===== src/rtl/xyzw_rnd_config_loader_if.sv =====
// Parallel RND word handshake between the DSP configuration controller
// and the RND chain loader, plus the readback word returned to it.
interface xyzw_rnd_config_loader_if #(
    parameter int CHAIN_WIDTH = 48
);
    logic [CHAIN_WIDTH-1:0] cfg_data;
    logic                   cfg_valid;
    logic                   cfg_ready;
    logic [CHAIN_WIDTH-1:0] readback;
    logic                   readback_valid;
    logic                   busy;

    modport master (
        output cfg_data,
        output cfg_valid,
        input  cfg_ready,
        input  readback,
        input  readback_valid,
        input  busy
    );

    modport slave (
        input  cfg_data,
        input  cfg_valid,
        output cfg_ready,
        output readback,
        output readback_valid,
        output busy
    );
endinterface


===== src/rtl/xyzw_rnd_config_loader.sv =====
// Shifts an RND word MSB-first into the XYZW mux config chain, captures the
// displaced old contents, and masks W=RND selects while the chain moves.
module xyzw_rnd_config_loader #(
    parameter int CHAIN_WIDTH = 48,
    parameter int CNT_WIDTH   = $clog2(CHAIN_WIDTH)
) (
    input  logic                    clk,
    input  logic                    reset,
    xyzw_rnd_config_loader_if.slave cfg,
    output logic                    configuration_input,
    output logic                    configuration_enable,
    input  logic                    configuration_output,
    input  logic [8:0]              opmode_in,
    output logic [8:0]              opmode_out,
    output logic                    rnd_hazard
);
    typedef enum logic [1:0] {
        IDLE  = 2'd0,
        SHIFT = 2'd1,
        DONE  = 2'd2
    } state_t;

    localparam logic [CNT_WIDTH-1:0] LAST = CNT_WIDTH'(CHAIN_WIDTH - 1);

    state_t                 state;
    logic [CNT_WIDTH-1:0]   count;
    logic [CHAIN_WIDTH-1:0] sreg;
    logic [CHAIN_WIDTH-1:0] rb_sreg;
    logic [CHAIN_WIDTH-1:0] rb_q;
    logic                   rb_valid_q;
    logic                   busy_q;
    logic                   ready_q;
    logic                   enable_q;

    always_ff @(posedge clk or posedge reset) begin
        if (reset) begin
            state      <= IDLE;
            count      <= '0;
            sreg       <= '0;
            rb_sreg    <= '0;
            rb_q       <= '0;
            rb_valid_q <= 1'b0;
            busy_q     <= 1'b0;
            ready_q    <= 1'b1;
            enable_q   <= 1'b0;
        end else begin
            unique case (state)
                IDLE: begin
                    if (cfg.cfg_valid && ready_q) begin
                        state    <= SHIFT;
                        sreg     <= cfg.cfg_data;
                        count    <= '0;
                        ready_q  <= 1'b0;
                        busy_q   <= 1'b1;
                        enable_q <= 1'b1;
                    end
                end
                SHIFT: begin
                    sreg    <= sreg << 1;
                    rb_sreg <= {rb_sreg[CHAIN_WIDTH-2:0], configuration_output};
                    count   <= count + CNT_WIDTH'(1);
                    // The tail bit arriving on this last edge completes the old word
                    if (count == LAST) begin
                        state      <= DONE;
                        rb_q       <= {rb_sreg[CHAIN_WIDTH-2:0], configuration_output};
                        rb_valid_q <= 1'b1;
                        enable_q   <= 1'b0;
                    end
                end
                DONE: begin
                    state      <= IDLE;
                    rb_valid_q <= 1'b0;
                    busy_q     <= 1'b0;
                    ready_q    <= 1'b1;
                end
                default: begin
                    state <= IDLE;
                end
            endcase
        end
    end

    assign configuration_enable = enable_q;
    assign configuration_input  = (state == SHIFT) && sreg[CHAIN_WIDTH-1];

    assign cfg.cfg_ready      = ready_q;
    assign cfg.busy           = busy_q;
    assign cfg.readback       = rb_q;
    assign cfg.readback_valid = rb_valid_q;

    // RND is only in motion during SHIFT; W=RND would see garbage there
    always_comb begin
        opmode_out = opmode_in;
        rnd_hazard = 1'b0;
        if ((state == SHIFT) && (opmode_in[8:7] == 2'b10)) begin
            opmode_out[8:7] = 2'b00;
            rnd_hazard      = 1'b1;
        end
    end
endmodule


===== src/flat_wrapper.sv =====
// flat-port wrapper written by rule: the top's interface ports become plain ports
module xyzw_rnd_config_loader_flat 
#(
    parameter int CHAIN_WIDTH = 48,
    parameter int CNT_WIDTH   = $clog2(CHAIN_WIDTH)
)
  (clk, reset, configuration_input, configuration_enable, configuration_output, opmode_in, opmode_out, rnd_hazard, cfg_cfg_data, cfg_cfg_valid, cfg_cfg_ready, cfg_readback, cfg_readback_valid, cfg_busy);
  xyzw_rnd_config_loader_if #(.CHAIN_WIDTH(CHAIN_WIDTH)) cfg_i ();
  input  logic clk;
  input  logic reset;
  output logic configuration_input;
  output logic configuration_enable;
  input  logic configuration_output;
  input  logic [8:0] opmode_in;
  output logic [8:0] opmode_out;
  output logic rnd_hazard;
  input wire logic [$bits(cfg_i.cfg_data)-1:0] cfg_cfg_data;
  input wire logic [$bits(cfg_i.cfg_valid)-1:0] cfg_cfg_valid;
  output wire logic [$bits(cfg_i.cfg_ready)-1:0] cfg_cfg_ready;
  output wire logic [$bits(cfg_i.readback)-1:0] cfg_readback;
  output wire logic [$bits(cfg_i.readback_valid)-1:0] cfg_readback_valid;
  output wire logic [$bits(cfg_i.busy)-1:0] cfg_busy;
  assign cfg_i.cfg_data = cfg_cfg_data;
  assign cfg_i.cfg_valid = cfg_cfg_valid;
  assign cfg_cfg_ready = cfg_i.cfg_ready;
  assign cfg_readback = cfg_i.readback;
  assign cfg_readback_valid = cfg_i.readback_valid;
  assign cfg_busy = cfg_i.busy;
  xyzw_rnd_config_loader #(.CHAIN_WIDTH(CHAIN_WIDTH), .CNT_WIDTH(CNT_WIDTH)) u_core (.clk(clk), .reset(reset), .cfg(cfg_i), .configuration_input(configuration_input), .configuration_enable(configuration_enable), .configuration_output(configuration_output), .opmode_in(opmode_in), .opmode_out(opmode_out), .rnd_hazard(rnd_hazard));
endmodule

===== config.mk =====
export PLATFORM = sky130hd
export DESIGN_NAME = xyzw_rnd_config_loader_flat
export DESIGN_NICKNAME = d
export VERILOG_FILES = /design/src/rtl/xyzw_rnd_config_loader_if.sv /design/src/rtl/xyzw_rnd_config_loader.sv /design/src/flat_wrapper.sv
export SDC_FILE = /design/constraint.sdc
export NUM_CORES = 1
export LEC_CHECK = 0
export CAP_MARGIN = 10
export CORE_MARGIN = 5
export CORE_UTILIZATION = 45
export CTS_BUF_LIST = sky130_fd_sc_hd__clkbuf_2 sky130_fd_sc_hd__clkbuf_4 sky130_fd_sc_hd__clkbuf_8
export CTS_CLUSTER_SIZE = 24
export DETAILED_ROUTE_END_ITERATION = 12
export GPL_TIMING_DRIVEN = 0
export PLACE_DENSITY_LB_ADDON = 0.15
export SETUP_SLACK_MARGIN = 0.2
export SLEW_MARGIN = 30
export SYNTH_ARGS = -nofsm -noshare
export SYNTH_HDL_FRONTEND = slang
export SYNTH_SLANG_ARGS = --single-unit
export TNS_END_PERCENT = 100

===== constraint.sdc =====
create_clock -name clk -period 5.99 [get_ports clk]
set_input_delay 1.198 -clock clk [delete_from_list [all_inputs] [get_ports clk]]
set_output_delay 1.198 -clock clk [all_outputs]
set_load 0.005 [all_outputs]

# After elaboration in Yosys (flattened, before gate mapping)

Cells that the tools add are included.

Mux-type cells: 17
Eq/ne operators: 6
Reduce and logical (&&, ||, !) cells: 13
$add $sub $neg: 1

Operators by type and width:

| cell                                                  | count |
|---|---|
| case mux 48 bit (2 select lines)                      | 1 |
| 2-to-1 mux 48 bit                                     | 1 |
| case mux 6 bit (2 select lines)                       | 1 |
| AND reduction 2 bit                                   | 5 |
| case mux 1 bit (2 select lines)                       | 4 |
| adder 6 x 1 -> 6 bit, second input constant           | 1 |
| equality test 6 bit, second input constant            | 1 |
| 2-to-1 mux 2 bit                                      | 3 |
| 2-to-1 mux 6 bit                                      | 1 |
| nonzero test 2 bit                                    | 3 |
| 2-to-1 mux 1 bit                                      | 5 |
| equality test 2 bit, second input constant            | 2 |
| inequality test 2 x 1 -> 1 bit, second input constant | 2 |
| case mux 2 bit (2 select lines)                       | 1 |
| logical AND 1 bit                                     | 3 |
| AND reduction 3 bit                                   | 1 |
| equality test 2 x 1 -> 1 bit, second input constant   | 1 |
| logical NOT 2 bit                                     | 1 |

Input bits: 61
Output and inout port bits: 63
Register bits after elaboration: 155
Logic and storage cells: 46

# Longest topological paths before layout

Depth in word-level cells: 3
Depth in mapped cells: 7
Gate-level depth less buffers: 4

# Worst setup path after synthesis

Ideal clock, no wire load.

Kind: input port to output port
Start: in opmode_in[7]
End: out rnd_hazard
Arrival: 1404 ps
Buffers on the path: 0
Required time: 4792 ps
Stages on the path: 1
Slack: 3388 ps
Cells stage by stage: nor3b_1

Cells in the longest elaborated chain, start to end: 3

RTL lines:

| item                | line                         | RTL |
|---|---|---|
| from (decl)         | flat_wrapper.sv:14           | `input logic [8:0] opmode_in;` |
| equality test 2 bit | xyzw_rnd_config_loader.sv:95 | `if ((state == SHIFT) && (opmode_in[8:7] == 2'b10)) begin` |
| logical AND 1 bit   | xyzw_rnd_config_loader.sv:95 |  |
| 2-to-1 mux 1 bit    | xyzw_rnd_config_loader.sv:95 |  |
| to (decl)           | flat_wrapper.sv:16           | `output logic rnd_hazard;` |

No other way between the ends.

# Final worst setup path

Start: reg u_core.state[1]
End: out opmode_out[8]

Cells in the longest elaborated chain, start to end: 3

RTL lines:

| item                         | line                         | RTL |
|---|---|---|
| from (decl)                  | xyzw_rnd_config_loader.sv:25 | `state_t state;` |
| from (signal assigned)       | xyzw_rnd_config_loader.sv:37 | `state <= IDLE;` |
| from (signal assigned)       | xyzw_rnd_config_loader.sv:50 | `state <= SHIFT;` |
| from (signal assigned)       | xyzw_rnd_config_loader.sv:64 | `state <= DONE;` |
| equality test 2 x 1 -> 1 bit | xyzw_rnd_config_loader.sv:95 |  |
| logical AND 1 bit            | xyzw_rnd_config_loader.sv:95 |  |
| 2-to-1 mux 2 bit             | xyzw_rnd_config_loader.sv:95 |  |
| to (decl)                    | flat_wrapper.sv:15           | `output logic [8:0] opmode_out;` |

No other way between the ends.

==> impl_metrics.toml <==
[outcome]
run_status = "complete, no violations"

[route]
drt-initial-drc-count = 240
vias = 4600
drc = 0
antenna_left = 0
drt-total-wl_um = 13500
dr.pass1.iters = 4
wl_per_cell_um = 15.0
via_per_inst = 5.09

[cells_and_area]
area_growth_syn_to_layout_pct = 28.8
fill_cells = 1175
final_common_cell = "dfrtp_1"
antenna_cells = 0
final_cell_mix = "dfrtp_1, nand2_1, clkdlybuf4s50_1"
final_util_pct = 59.6
nNetsFinal = 773
layout-drive-gt1-share_pct = 15.8

[sta]
grt_setup_unrepaired = "false"
min_period_ps = 3630
finalCritPeriodShare_pct = 60.6
fin_skew_ps = 8.99
finalHoldViolations = 0
maxSlewHeadroom_pct = 56.2
slew_viol_final = 0
max_freq_mhz = 276
tightestPinTransition_ps = 648
tns_ps = 0
setup_viol = 0

[yosys]
synthFlopType = "dfrtp_1"
syn_nets = 637
yosys.area_share.simple_pct = 10.5
syn_area_um2 = 6470
synth_async_sr_flop_share_pct = 100
ys_top_cells_by_area = "dfrtp_1, nand2_1, mux2_2"
ys_seq_area_share_pct = 60.0
synth_top_area_share_pct = 59.6
syn_avg_cell_area_um2 = 11.2
yosys_warnings = 0
ys_ff_latch = 155
synth_top_family_by_area = "multiplexers"
ys_types = 33
synth_compound_area_share_pct = 9.05
synth_cells = 575
synth_top_cell_by_area = "dfrtp_1"
synth_adder_area_share_pct = 0.193
synthMuxAreaShare_pct = 15.8
synth_edf_count = 0
synth_xor_area_share_pct = 0

[floorplanning]
io_pins = 124
die_area_um2 = 16900
core_area_um2 = 14000
rows = 43
fp.dieH_um = 130
die_x_um = 130
start_util_pct = 46.2

[cts]
cts_inserted_buffers = 17
h-tree-depth = 4
cts_sinks = 155
clk_pin_slew_ps = 80
cts_resized = 0
clockBufferDepth = 2
holdBufCountCts = 0
post_cts.repair.setup_buffers = 0
clkLatencyLatePin_ps = 440
cts_tree = "done"
cts_root_buf = "clkbuf_8"

[setup_path]
critPathMaxFanout = 10
critPathLaunchType = "register"
reg2regPathDepth = 5
end_kind = "output pin"
required_ps = 4790
cp-startpoint = "u_core.state[1]$_DFFE_PP0P_"
path_class = "reg2out"
reg2reg_slack_ps = 4020
r2r_end = "u_core.cfg.readback[20]$_DFFE_PP0P_"
r2r-start = "u_core.count[0]$_DFFE_PP0P_"
worstPathArrival_ps = 2430

[flow_run]
max-cap-violations = 0

[global_routing]
grt_pass1_vias = 4645
antenna_found_initial = 0
grt_pass1_wl_um = 22600
grt_overflow = 0
grtUsageTotal_pct = 16.9
grt_max_degree = 89

[place]
gp_congestion = 0.797
port_buffers = 116
hpwl_um = 9600

[power_and_ir_drop]
power_mw = 3.68
pwr_density_cell_nw_per_um2 = 442
max-vdd-ir-drop_v = 0.000167
p_leak_nw = 4.01

[min_path]
holdPathStages = 2
hp-start = "u_core.rb_sreg[46]$_DFFE_PP0P_"
holdCritPathClass = "reg2reg"
hold_end = "u_core.rb_sreg[46]$_DFFE_PP0P_"
==> layout make-up <==
type                            instances  area (um^2)  area share (%)
Multi-Input combinational cell        371         2300            27.7
Buffer                                 47          282            3.38
Inverter                                2         15.0           0.180
Tap cell                              180          225            2.70
Sequential cell                       155         3880            46.6
Clock inverter                         11          168            2.01
Timing Repair Buffer                  117         1190            14.3
Clock buffer                           20          269            3.23
==> metal layers <==
layer / global-route usage, % / up-vias / routed length, um
met5: 0 / - / 0
met4: 6.48 / 0 / 222
met3: 4.75 / 19 / 728
met2: 26.0 / 103 / 6430
met1: 22.9 / 2271 / 6170
li1: - / 2207 / -
==> synthesized netlist by cell type, drive strengths merged (2+ instances only) <==
master and n:
nor2 4, nand2 146, o21a 2, o21ai 98
dfrtp 154, inv 2, or4 2, clkbuf 15
buf 32, a22o 3, a21oi 4, o31ai 2
nand2b 2, mux2 49, mux2i 47
==> state kept, by name, summed over array words and instances, names as in the netlist <==
register	flops
u_core.cfg.readback_valid	1
u_core.cfg.cfg_ready	1
u_core.rb_sreg	47
u_core.count	6
u_core.cfg.busy	1
u_core.sreg	48
u_core.state	2
u_core.configuration_enable	1
u_core.cfg.readback	48
==> cell families (layout without fill, tap and decap cells) <==
family / count (synthesis) / after routing
AND/OR/NAND/NOR: 164 / 164
AO/OA/AOI/OAI: 110 / 110
flip-flops: 155 / 155
adder cells (fa/ha/maj): 1 / 1
buffers and inverters: 49 / 197
multiplexers: 96 / 96
==> report_power, final <==
| group | internal [mW] | switching [mW] | total [mW] |
|---|---|---|---|
| sequential | 1.43 | 0.234 | 1.67 |
| combinational | 0.565 | 0.600 | 1.17 |
| clock | 0.478 | 0.376 | 0.854 |
| total | 2.48 | 1.21 | 3.68 |
==> worst max path at each step <==
stage                                        to  cells after the start  slack (ps)
floorplan           u_core.cfg.busy$_DFFE_PP0P_                      1         620
finish                            opmode_out[8]                      6        2360
global route                      opmode_out[8]                      6        2180
global placement    u_core.sreg[20]$_DFFE_PP0P_                      2       -1360
detailed placement                   rnd_hazard                      3        2420
CTS                               opmode_out[8]                      6        2300
==> worst max-delay path, cell delays in order, from the launching register on <==
cell and delay [ps]:
dfrtp_1 470, buf_6 180, nand2b_1 120, buf_2 310, buf_2 290, o21a_1 130
clkdlybuf4s50_1 490
==> stage by stage <==
| step | instances | cell area [um^2] | hold WS [ps] | setup slack [ps] |
|---|---|---|---|---|
| 6_report | 903 | 8330 | 476 | 2360 |
| 5_1_grt | 903 | 8330 | 492 | 2180 |
| 4_1_cts | 903 | 8330 | 484 | 2300 |
| 3_5_place_dp | 872 | 7900 | 464 | 2420 |
| 3_3_place_gp | 871 | 7850 | 456 | -1360 |
| 2_1_floorplan | 575 | 6470 | 440 | 616 |
Note: power is estimated with default switching activity, not from simulation.
